`src/rtl/mem_wide_narrow_arbiter.sv`:
```
// Wide/narrow memory arbiter: drives the registered wide-select for the bank mux
// and tracks fixed-latency read responses for both sides.
module mem_wide_narrow_arbiter #(
    parameter int unsigned NrPorts       = 4,
    parameter int unsigned MemoryLatency = 1,
    parameter int unsigned MaxWideBurst  = 8,
    parameter int unsigned MaxWideWait   = 4
) (
    input  logic                                 clk_i,
    input  logic                                 rst_i,
    input  logic                                 wide_q_valid_i,
    input  logic                                 wide_q_write_i,
    output logic                                 wide_q_ready_o,
    input  logic [NrPorts-1:0]                   narrow_q_valid_i,
    input  logic [NrPorts-1:0]                   narrow_q_ready_i,
    input  logic [NrPorts-1:0]                   narrow_q_write_i,
    output logic                                 sel_wide_o,
    output logic                                 wide_p_valid_o,
    output logic [NrPorts-1:0]                   narrow_p_valid_o,
    output logic [$clog2(MemoryLatency+1)-1:0]   wide_outstanding_o
);

    localparam int unsigned CntW = $clog2(MemoryLatency + 1);
    localparam int unsigned BW   = $clog2(MaxWideBurst + 1);
    localparam int unsigned WW   = $clog2(MaxWideWait + 1);

    typedef enum logic {
        S_NARROW = 1'b0,
        S_WIDE   = 1'b1
    } state_e;

    state_e r_state, w_state_nxt;
    logic [BW-1:0] r_burst, w_burst_nxt;
    logic [WW-1:0] r_wait, w_wait_nxt;

    logic [MemoryLatency-1:0]              r_wide_sr;
    logic [MemoryLatency-1:0][NrPorts-1:0] r_nar_sr;

    logic               w_narrow_pend;
    logic               w_wide_hs;
    logic [NrPorts-1:0] w_nar_hs;
    logic [CntW-1:0]    w_outstanding;

    assign w_narrow_pend = |narrow_q_valid_i;
    assign sel_wide_o    = (r_state == S_WIDE);
    assign wide_q_ready_o = sel_wide_o;

    assign w_wide_hs = wide_q_valid_i & sel_wide_o & ~wide_q_write_i;
    assign w_nar_hs  = narrow_q_valid_i & narrow_q_ready_i & ~narrow_q_write_i;

    // Burst limit uses >= so a saturated counter still yields to late narrow traffic.
    always_comb begin
        w_state_nxt = r_state;
        w_burst_nxt = r_burst;
        w_wait_nxt  = '0;
        unique case (r_state)
            S_NARROW: begin
                if (wide_q_valid_i) begin
                    if (!w_narrow_pend || r_wait == WW'(MaxWideWait - 1)) begin
                        w_state_nxt = S_WIDE;
                    end else begin
                        w_wait_nxt = r_wait + WW'(1);
                    end
                end
            end
            S_WIDE: begin
                if (!wide_q_valid_i ||
                    (w_narrow_pend && r_burst >= BW'(MaxWideBurst - 1))) begin
                    w_state_nxt = S_NARROW;
                    w_burst_nxt = '0;
                end else if (r_burst != BW'(MaxWideBurst)) begin
                    w_burst_nxt = r_burst + BW'(1);
                end
            end
            default: begin
                w_state_nxt = S_NARROW;
            end
        endcase
    end

    always_ff @(posedge clk_i) begin
        if (rst_i) begin
            r_state   <= S_NARROW;
            r_burst   <= '0;
            r_wait    <= '0;
            r_wide_sr <= '0;
            r_nar_sr  <= '0;
        end else begin
            r_state     <= w_state_nxt;
            r_burst     <= w_burst_nxt;
            r_wait      <= w_wait_nxt;
            r_wide_sr[0] <= w_wide_hs;
            r_nar_sr[0]  <= w_nar_hs;
            for (int i = 1; i < MemoryLatency; i++) begin
                r_wide_sr[i] <= r_wide_sr[i-1];
                r_nar_sr[i]  <= r_nar_sr[i-1];
            end
        end
    end

    always_comb begin
        w_outstanding = '0;
        for (int i = 0; i < MemoryLatency; i++) begin
            w_outstanding = w_outstanding + CntW'(r_wide_sr[i]);
        end
    end

    assign wide_p_valid_o     = r_wide_sr[MemoryLatency-1];
    assign narrow_p_valid_o   = r_nar_sr[MemoryLatency-1];
    assign wide_outstanding_o = w_outstanding;

endmodule

```
`config.mk`:
```
export PLATFORM = sky130hd
export DESIGN_NAME = mem_wide_narrow_arbiter
export DESIGN_NICKNAME = d
export VERILOG_FILES = /design/src/rtl/mem_wide_narrow_arbiter.sv
export SDC_FILE = /design/constraint.sdc
export NUM_CORES = 1
export LEC_CHECK = 0
export ABC_AREA = 1
export BUFFER_PORTS_ARGS = -buffer_cell sky130_fd_sc_hd__buf_2
export CORE_MARGIN = 3
export CORE_UTILIZATION = 41
export DETAILED_ROUTE_END_ITERATION = 10
export HOLD_SLACK_MARGIN = 0.03
export PLACE_DENSITY = 0.76
export SETUP_SLACK_MARGIN = 0.1
export SKIP_LAST_GASP = 1
export SLEW_MARGIN = 20
export SYNTH_ARGS = -nofsm -noshare
export SYNTH_HDL_FRONTEND = slang
export SYNTH_SLANG_ARGS = --single-unit
```
`constraint.sdc`:
```
create_clock -name clk_i -period 1.44 [get_ports clk_i]
set_clock_uncertainty 0.2 [all_clocks]
set_input_delay 0.216 -clock clk_i [delete_from_list [all_inputs] [get_ports clk_i]]
set_output_delay 0.216 -clock clk_i [all_outputs]
set_load 0.005 [all_outputs]
```
=== Yosys cells after proc, flatten, opt, wreduce, memory -nomap -nowiden ===
Cells that the tools add are included.

* Bits in registers: 13
* Input port bits: 16
* Output and inout bits: 8
* Word-level logic and storage cells: 33

* $add $sub $neg: 2
* Order comparisons: 1
* Equality and inequality tests: 2
* Mux-type cells: 6
* Bitwise gates (word level): 8
* Reductions and logical operators: 9

{| class="wikitable"
|+ Operators with widths
! kind !! count
|-
| 4-bit AND || 2
|-
| 4-bit 2-to-1 mux || 2
|-
| 4-bit OR reduction || 2
|-
| 4-bit by 1-bit adder with 4-bit output, second input constant || 1
|-
| 4-bit by 3-bit greater-or-equal comparator with 1-bit output, second input constant || 1
|-
| 4-bit inequality test, second input constant || 1
|-
| 4-bit inverter || 1
|-
| 3-bit by 1-bit adder with 3-bit output, second input constant || 1
|-
| 3-bit by 2-bit == test with 1-bit output, second input constant || 1
|-
| 1-bit 2-to-1 mux || 3
|-
| 1-bit inverter || 3
|-
| 1-bit AND || 2
|-
| 1-bit zero test || 2
|-
| 1-bit logical OR || 2
|-
| 1-bit case mux with 2 select lines || 1
|-
| 2-bit AND reduction || 1
|-
| 2-bit nonzero test || 1
|-
| 1-bit logical AND || 1
|}

=== Depth between registers and ports, before layout ===
Gate-level depths: netlist of run 1.

* Depth in word-level cells: 6
* Gate-level depth with buffers: 9
* Mapped depth without buffers: 9

=== Worst setup path after synthesis of run 1 ===
OpenSTA, ideal clock, no wires.

* Path type: register -> register
* From: register r_burst[0]
* To: register r_burst[0]
* Library setup time: 0.113 ns
* Data arrival time: 1.054 ns
* Data required time: 1.127 ns
* Path slack: 0.074 ns
* Cell stages (with the launch flop): 10
* Path buffers: 0
* Clock period less this slack: 1.366 ns
* Cell sequence: dfxtp_1 -> ha_1 -> nand2_1 -> nand2_2 -> nand2_4 -> nand3_4 -> nand2_2 -> inv_2 -> nor2_1 -> nor2_1

* Longest elaborated chain between the ends: 5
* Elaborated cells on any way between the ends: 9
* Those cells by class: add/sub (1); order compare (1); eq/ne (1); mux (2); reduce/logical (4)

{| class="wikitable"
|+ RTL lines
! what !! line !! RTL
|-
| start, declared || 33 || <nowiki>logic [BW-1:0] r_burst, w_burst_nxt;</nowiki>
|-
| start signal, assigned || 90 || <nowiki>r_burst <= w_burst_nxt;</nowiki>
|-
| 4-bit by 3-bit greater-or-equal comparator with 1-bit output || 68 || <nowiki>(w_narrow_pend && r_burst >= BW'(MaxWideBurst - 1))) begin</nowiki>
|-
| 1-bit logical AND || 68 ||
|-
| 1-bit logical OR || 67 || <nowiki>if (!wide_q_valid_i ||</nowiki>
|-
| 2-bit nonzero test (no line) || -- ||
|-
| 2-bit AND reduction (no line) || -- ||
|}

Several ways; a longest one is shown, not always the timed one. The select of a mux whose other input is x is not followed.
A chain may end at the register's enable or synchronous reset.

=== Worst setup path after layout of run 1 ===
Same ends and word-level chain as after synthesis.

==> impl_metrics.tcl, run 1 <==
set metrics [dict create \
    combinationalPowerShare 0.162 \
    power.switching_mw 0.1688 \
    sw_frac_of_total 0.2387 \
    final_common_cell "buf_2" \
    tns_ps 0 \
    setup_viol 0 \
    die_h_um 44.87 \
    start_kind "flop" \
    gr-usage-all-layers 0.2039 \
    tritoncts "yes" \
    synth_top_cells_by_area "dfxtp_1 (42%), ha_1 (8.1%), nand3_1 (7.3%)" \
    maxSlewViolCount 0 \
    worstPathMaxFanout 3 \
    power_mw 0.7070 \
    drt_pass1_iterations 4 \
    min_period_ps 1427 \
    rr_worst_depth 9 \
    nNetsFinal 149 \
    yosysSeqAreaShare 0.4202 \
    p_clk_frac 0.313 \
    drc 0 \
    rsz0062_at_grt "yes" \
    rows 13 \
    synthCells 81 \
    gp_congestion 0.7996 \
    vdd_drop_max_mv 0.3973 \
    root_buffer "clkbuf_4" \
    grt_pass1_vias 691 \
    r2r_start "r_burst[0]$_SDFFE_PP0P_" \
    synth_top_cell_area_share 0.4202 \
    htree_num_levels 1 \
    synth_area_sq_um 619.3 \
    cts.sinks 13 \
    crit_type "reg2reg" \
    die_w_um 44.87 \
    ys_seq_elements 13 \
    clk_path_buf_depth 2 \
    async_flop_share 0 \
    worstHoldPathCells 4 \
    endpoint_kind "flop" \
    dpl.hpwl_um 946 \
    max_freq_mhz 701.0 \
    die-area_sq_um 2013 \
    drive_gt1_frac 0.4531 \
    cts_buffers 3 \
    tightest_slew_ps 182.0 \
    mostFrequentLayoutCells "buf_2 (23), dlygate4sd3_1 (14), nor2_1 (11), nand2_1 (10), dfxtp_1 (9)" \
    syn-num-nets 101 \
    yosysTopAreaCell "dfxtp_1" \
    viasPerCell 4.811 \
    grt_pass1_wl_mm 2.925 \
    syn_avg_cell_area_sq_um 7.646 \
    status "completed" \
    start_util 0.4533 \
    clk_latency_ps 270 \
    rr_endpoint "r_burst[0]$_SDFFE_PP0P_" \
    vias 688 \
    n_fill_cell 101 \
    fin_crit_sh 0.9907 \
    synth_warnings 0 \
    hp-class "in2reg" \
    yosysUniqueCellTypes 16 \
    post_drt_wl_per_cell_um 12.16 \
    core_sq_um 1366 \
    finalWirelength_mm 1.739 \
    cp_data_arrival_time_ps 1390 \
    globalRoute.totalOverflow 0 \
    min_to "wide_p_valid_o$_SDFF_PP0_" \
    num_antenna_cells 0 \
    pwr_density_cell_nw_per_um2 682.4 \
    cap_violations 0 \
    io_buffers 23 \
    ios 24 \
    slew-limit-headroom 0.8777 \
    crit_required_ps 1410 \
    antenna_found_initial 0 \
    ys.flop_type "dfxtp_1" \
    r2r_setup_slack_ps 10 \
    power.internal_mw 0.5382 \
    clk_pin_slew_worst_paths_ps 80 \
    hold_viol 0 \
    syn2layout_area_growth_pct 67.27 \
    grt_start_max_net_pins 10 \
    power_leakage_nw 0.4921 \
    ant_nets 0 \
    seqPwrFrac 0.525 \
    drt-initial-drc-count 7 \
    synth_edf_count 0 \
    worst_hold_startpoint "rst_i" \
]
-- cell type report --
class	instances	area [sq um]	share of cell area
sequential	13	270.3	0.2609
multi-input combinational	54	351.6	0.3394
timing repair buffer	45	319.1	0.3080
tap	15	18.77	0.01812
clock buffer	4	26.28	0.02536
inverter	12	50.05	0.04831
-- power by group through the flow --
| stage | clock network [mW] | logic (mW) | registers, mW |
|---|---|---|---|
| floorplan | 0 | 0.0322 | 0.380 |
| finish | 0.222 | 0.114 | 0.371 |
| detailed placement | 0 | 0.0695 | 0.380 |
| global route | 0.243 | 0.126 | 0.372 |
| global placement | 0 | 0.0672 | 0.380 |
| CTS | 0.228 | 0.107 | 0.370 |
-- kinds of logic (layout without fill, tap and decap cells) --
kind of cell,Yosys count,after routing,synth area share
buf+inv,14,61,0.09696
compound gates,3,3,0.02627
fa+ha+maj,4,4,0.08081
flops,13,13,0.4202
simple gates,47,47,0.3758
-- per-stage QoR --
stage,utilization,hold slack (ps),cells,instance area (sq um),worst slack [ps]
2_1_floorplan,-,91.85,81,621.8,114.2
3_3_place_gp,0.5476,176.3,118,748.2,37.35
3_5_place_dp,0.5476,182.0,118,748.2,15.47
4_1_cts,0.7418,38.37,142,1013,18.22
5_1_grt,0.7582,49.51,143,1036,-53.76
6_report,0.7582,40.41,143,1036,13.45
-- registers in the layout, indices dropped and copies added (netlist names) --
register	flops
narrow_p_valid_o	4
r_burst	4
r_wait	3
sel_wide_o	1
wide_p_valid_o	1
-- routing by layer --
metal  global-route usage  wire length, um  part of all wire
met4              0.08772               34             0.020
met1               0.2171              671              0.39
met5                    0                0                 0
met3              0.05578              119             0.068
met2               0.3725              913              0.53
-- Yosys cell counts (2+ instances only) --
| library cell | instances |
|---|---|
| nand3_1 | 9 |
| nand2_2 | 3 |
| o21ai_0 | 2 |
| dfxtp_1 | 13 |
| nand2_1 | 12 |
| nor3_1 | 5 |
| nor2_1 | 12 |
| nor2_2 | 3 |
| buf_4 | 2 |
| ha_1 | 4 |
| inv_1 | 11 |
-- critical path, stage by stage (launching register included) --
cell and delay (ps):
dfxtp_4 380, inv_4 40, buf_4 120, buf_4 120
buf_4 110, buf_4 120, nand3_2 60, nand3_1 70
nand2_1 70, nor2_1 30
-- what timing repair did --
| action | 4_1_cts | 5_1_grt |
|---|---|---|
| hold endpoints to repair | 5 | 0 |
| resized for setup | 15 | 8 |
| hold buffers | 14 | 0 |
| pin swaps | 9 | 6 |
| buffers inserted | 6 | 1 |
| setup endpoints to repair | 6 | 7 |
-- worst max path at each step --
stage,from,to,slack [ps],depth (start not counted)
after floorplan,r_burst[0]$_SDFFE_PP0P_,r_burst[0]$_SDFFE_PP0P_,110,9
after global placement,r_burst[0]$_SDFFE_PP0P_,r_burst[0]$_SDFFE_PP0P_,40,9
after detailed placement,r_burst[0]$_SDFFE_PP0P_,r_burst[0]$_SDFFE_PP0P_,20,9
after CTS,r_burst[1]$_SDFFE_PP0P_,r_burst[1]$_SDFFE_PP0P_,20,9
after global routing,r_burst[1]$_SDFFE_PP0P_,r_burst[0]$_SDFFE_PP0P_,-50,9
final,r_burst[0]$_SDFFE_PP0P_,r_burst[0]$_SDFFE_PP0P_,10,9
No activity file was read; power rests on OpenSTA's default activity.
==> run 2: changes to the inputs <==
--- a/config.mk
+++ b/config.mk
@@ -7,11 +7,14 @@
 export LEC_CHECK = 0
 export ABC_AREA = 1
 export BUFFER_PORTS_ARGS = -buffer_cell sky130_fd_sc_hd__buf_2
+export CELL_PAD_IN_SITES_DETAIL_PLACEMENT = 2
+export CELL_PAD_IN_SITES_GLOBAL_PLACEMENT = 2
+export CORE_ASPECT_RATIO = 1.25
 export CORE_MARGIN = 3
-export CORE_UTILIZATION = 41
+export CORE_UTILIZATION = 22
 export DETAILED_ROUTE_END_ITERATION = 10
 export HOLD_SLACK_MARGIN = 0.03
-export PLACE_DENSITY = 0.76
+export PLACE_DENSITY = 0.75
 export SETUP_SLACK_MARGIN = 0.1
 export SKIP_LAST_GASP = 1
 export SLEW_MARGIN = 20
==> run 2 against run 1 <==
Worst setup slack got worse by 2.9 ps. Sequential cell count unchanged. Highest routed layer unchanged. Register-to-register slack about the same. Largest cell class unchanged.
==> impl_metrics.tcl, run 2 (synthesized netlist as in run 1, its figures left out) <==
set metrics [dict create \
    cp_data_arrival_time_ps 1410 \
    busiest_layer "met2" \
    slew-limit-headroom 0.8406 \
    endpoint_kind "flop" \
    vdd_drop_max_mv 0.3807 \
    path_buf_inv 2 \
    hold_viol 0 \
    postPlaceCellArea_sq_um 778.2 \
    antenna_found_initial 0 \
    dp.cells 137 \
    vias 720 \
    crit_required_ps 1420 \
    io_buffers 23 \
    fin_cells 162 \
    start_util 0.2426 \
    rows 20 \
    die_w_um 53.46 \
    globalRouteMet3Util 0.03401 \
    path_cells "inv_2 > ha_4 > nand2_2 > nor2_4 > nand3_4 > nand3_1 > nand2_1 > inv_1 > nor2_1" \
    pwr_density_cell_nw_per_um2 664.1 \
    power_mw 0.7287 \
    viasPerCell 4.444 \
    grt_pass1_wl_mm 3.739 \
    min_period_ps 1429 \
    post_drt_wl_per_cell_um 15.67 \
    cap_violations 0 \
    die-area_sq_um 3492 \
    die_h_um 65.32 \
    htree_num_levels 1 \
    critPathTopFamily "simple AND/OR/NAND/NOR gates" \
    status "completed" \
    fin_crit_sh 0.9927 \
    maxSlewViolCount 0 \
    clk_path_buf_depth 2 \
    num_antenna_cells 0 \
    start_kind "flop" \
    drive_gt1_frac 0.4729 \
    grt_start_max_net_pins 8 \
    met1_usage 0.1325 \
    final_common_cell "buf_2" \
    drt_pass1_iterations 4 \
    worstPathMaxFanout 5 \
    cpMaxStageDelayCell "dfxtp_4" \
    pre_cts_ws_ps -12.44 \
    dpl.hpwl_mm 1.391 \
    syn2layout_area_growth_pct 77.17 \
    whs_ps 74.77 \
    final_area_sq_um 1097 \
    cts.sinks 13 \
    hp-class "in2reg" \
    clk_latency_ps 270 \
    ios 24 \
    finalWirelength_mm 2.538 \
    drc 0 \
    ant_nets 0 \
    gp_congestion 0.7207 \
    root_buffer "clkbuf_4" \
    crit_type "reg2reg" \
    drt-initial-drc-count 7 \
    max_freq_mhz 699.6 \
    nNetsFinal 150 \
    tritoncts "yes" \
    mostFrequentLayoutCells "buf_2 (23), dlygate4sd3_1 (14), nand2_1 (10)" \
    gr-usage-all-layers 0.1479 \
    clk_pin_slew_worst_paths_ps 90 \
    grt_pass1_vias 816 \
    setup_ws_ps 10.57 \
    power_leakage_nw 0.5139 \
    globalRoute.totalOverflow 0 \
    core_sq_um 2552 \
    use_met2 0.2914 \
    cts_buffers 3 \
    setup_viol 0 \
    critPathMaxStageDelay_ps 370 \
    tightest_slew_ps 238.9 \
    rsz0062_at_grt "yes" \
]
[run 2: worst min-delay path, cell delays in order]
cell     delay (ps)
buf_2            90
inv_1            60
nand2_1          90
nor3_1           50
[run 2: layout make-up]
| type | instances | area, sq um |
|---|---|---|
| fillers | 304 | 1455 |
| inverters | 12 | 45.04 |
| flip-flops and latches | 13 | 270.3 |
| well taps | 33 | 41.29 |
| clock buffers | 4 | 26.28 |
| repair buffers | 46 | 330.3 |
| multi-input cells | 54 | 384.1 |
[run 2: metrics by stage]
| stage | util | setup TNS, ps |
|---|---|---|
| floorplan | - | 0 |
| global placement | 0.3049 | 0 |
| detailed placement | 0.3049 | -12.44 |
| CTS | 0.3882 | 0 |
| global route | 0.4299 | -240.3 |
| finish | 0.4299 | 0 |
[run 2: what timing repair did]
action / CTS / global route
cloned: 0 / 0
endpoints found under the setup margin: 5 / 9
buffers inserted: 2 / 5
pin swaps: 1 / 6
gates resized for setup: 11 / 18
hold endpoints to repair: 5 / 0
hold buffers: 14 / 0
[run 2: path summary, 6_finish.rpt]
check,startpoint,endpoint,slack [ps],cells past startpoint
worst max-delay path,r_burst[0]$_SDFFE_PP0P_,r_burst[2]$_SDFFE_PP0P_,10,9
worst min-delay path,rst_i,wide_p_valid_o$_SDFF_PP0_,70,4
worst max register to register,r_burst[0]$_SDFFE_PP0P_,r_burst[2]$_SDFFE_PP0P_,10,9
worst min register to register,r_wait[0]$_SDFF_PP0_,r_wait[0]$_SDFF_PP0_,330,2
[run 2: metal layers]
layer	up-vias	wire length [um]
met3	2	123
met5	-	0
met4	0	8
met1	347	919
met2	19	1487
li1	352	-
[run 2: power breakdown]
part / internal, mW / switching [mW] / total [mW]
Clock: 0.107 / 0.125 / 0.232
Sequential: 0.365 / 0.00658 / 0.372
Combinational: 0.0693 / 0.0559 / 0.125
Total: 0.542 / 0.187 / 0.729
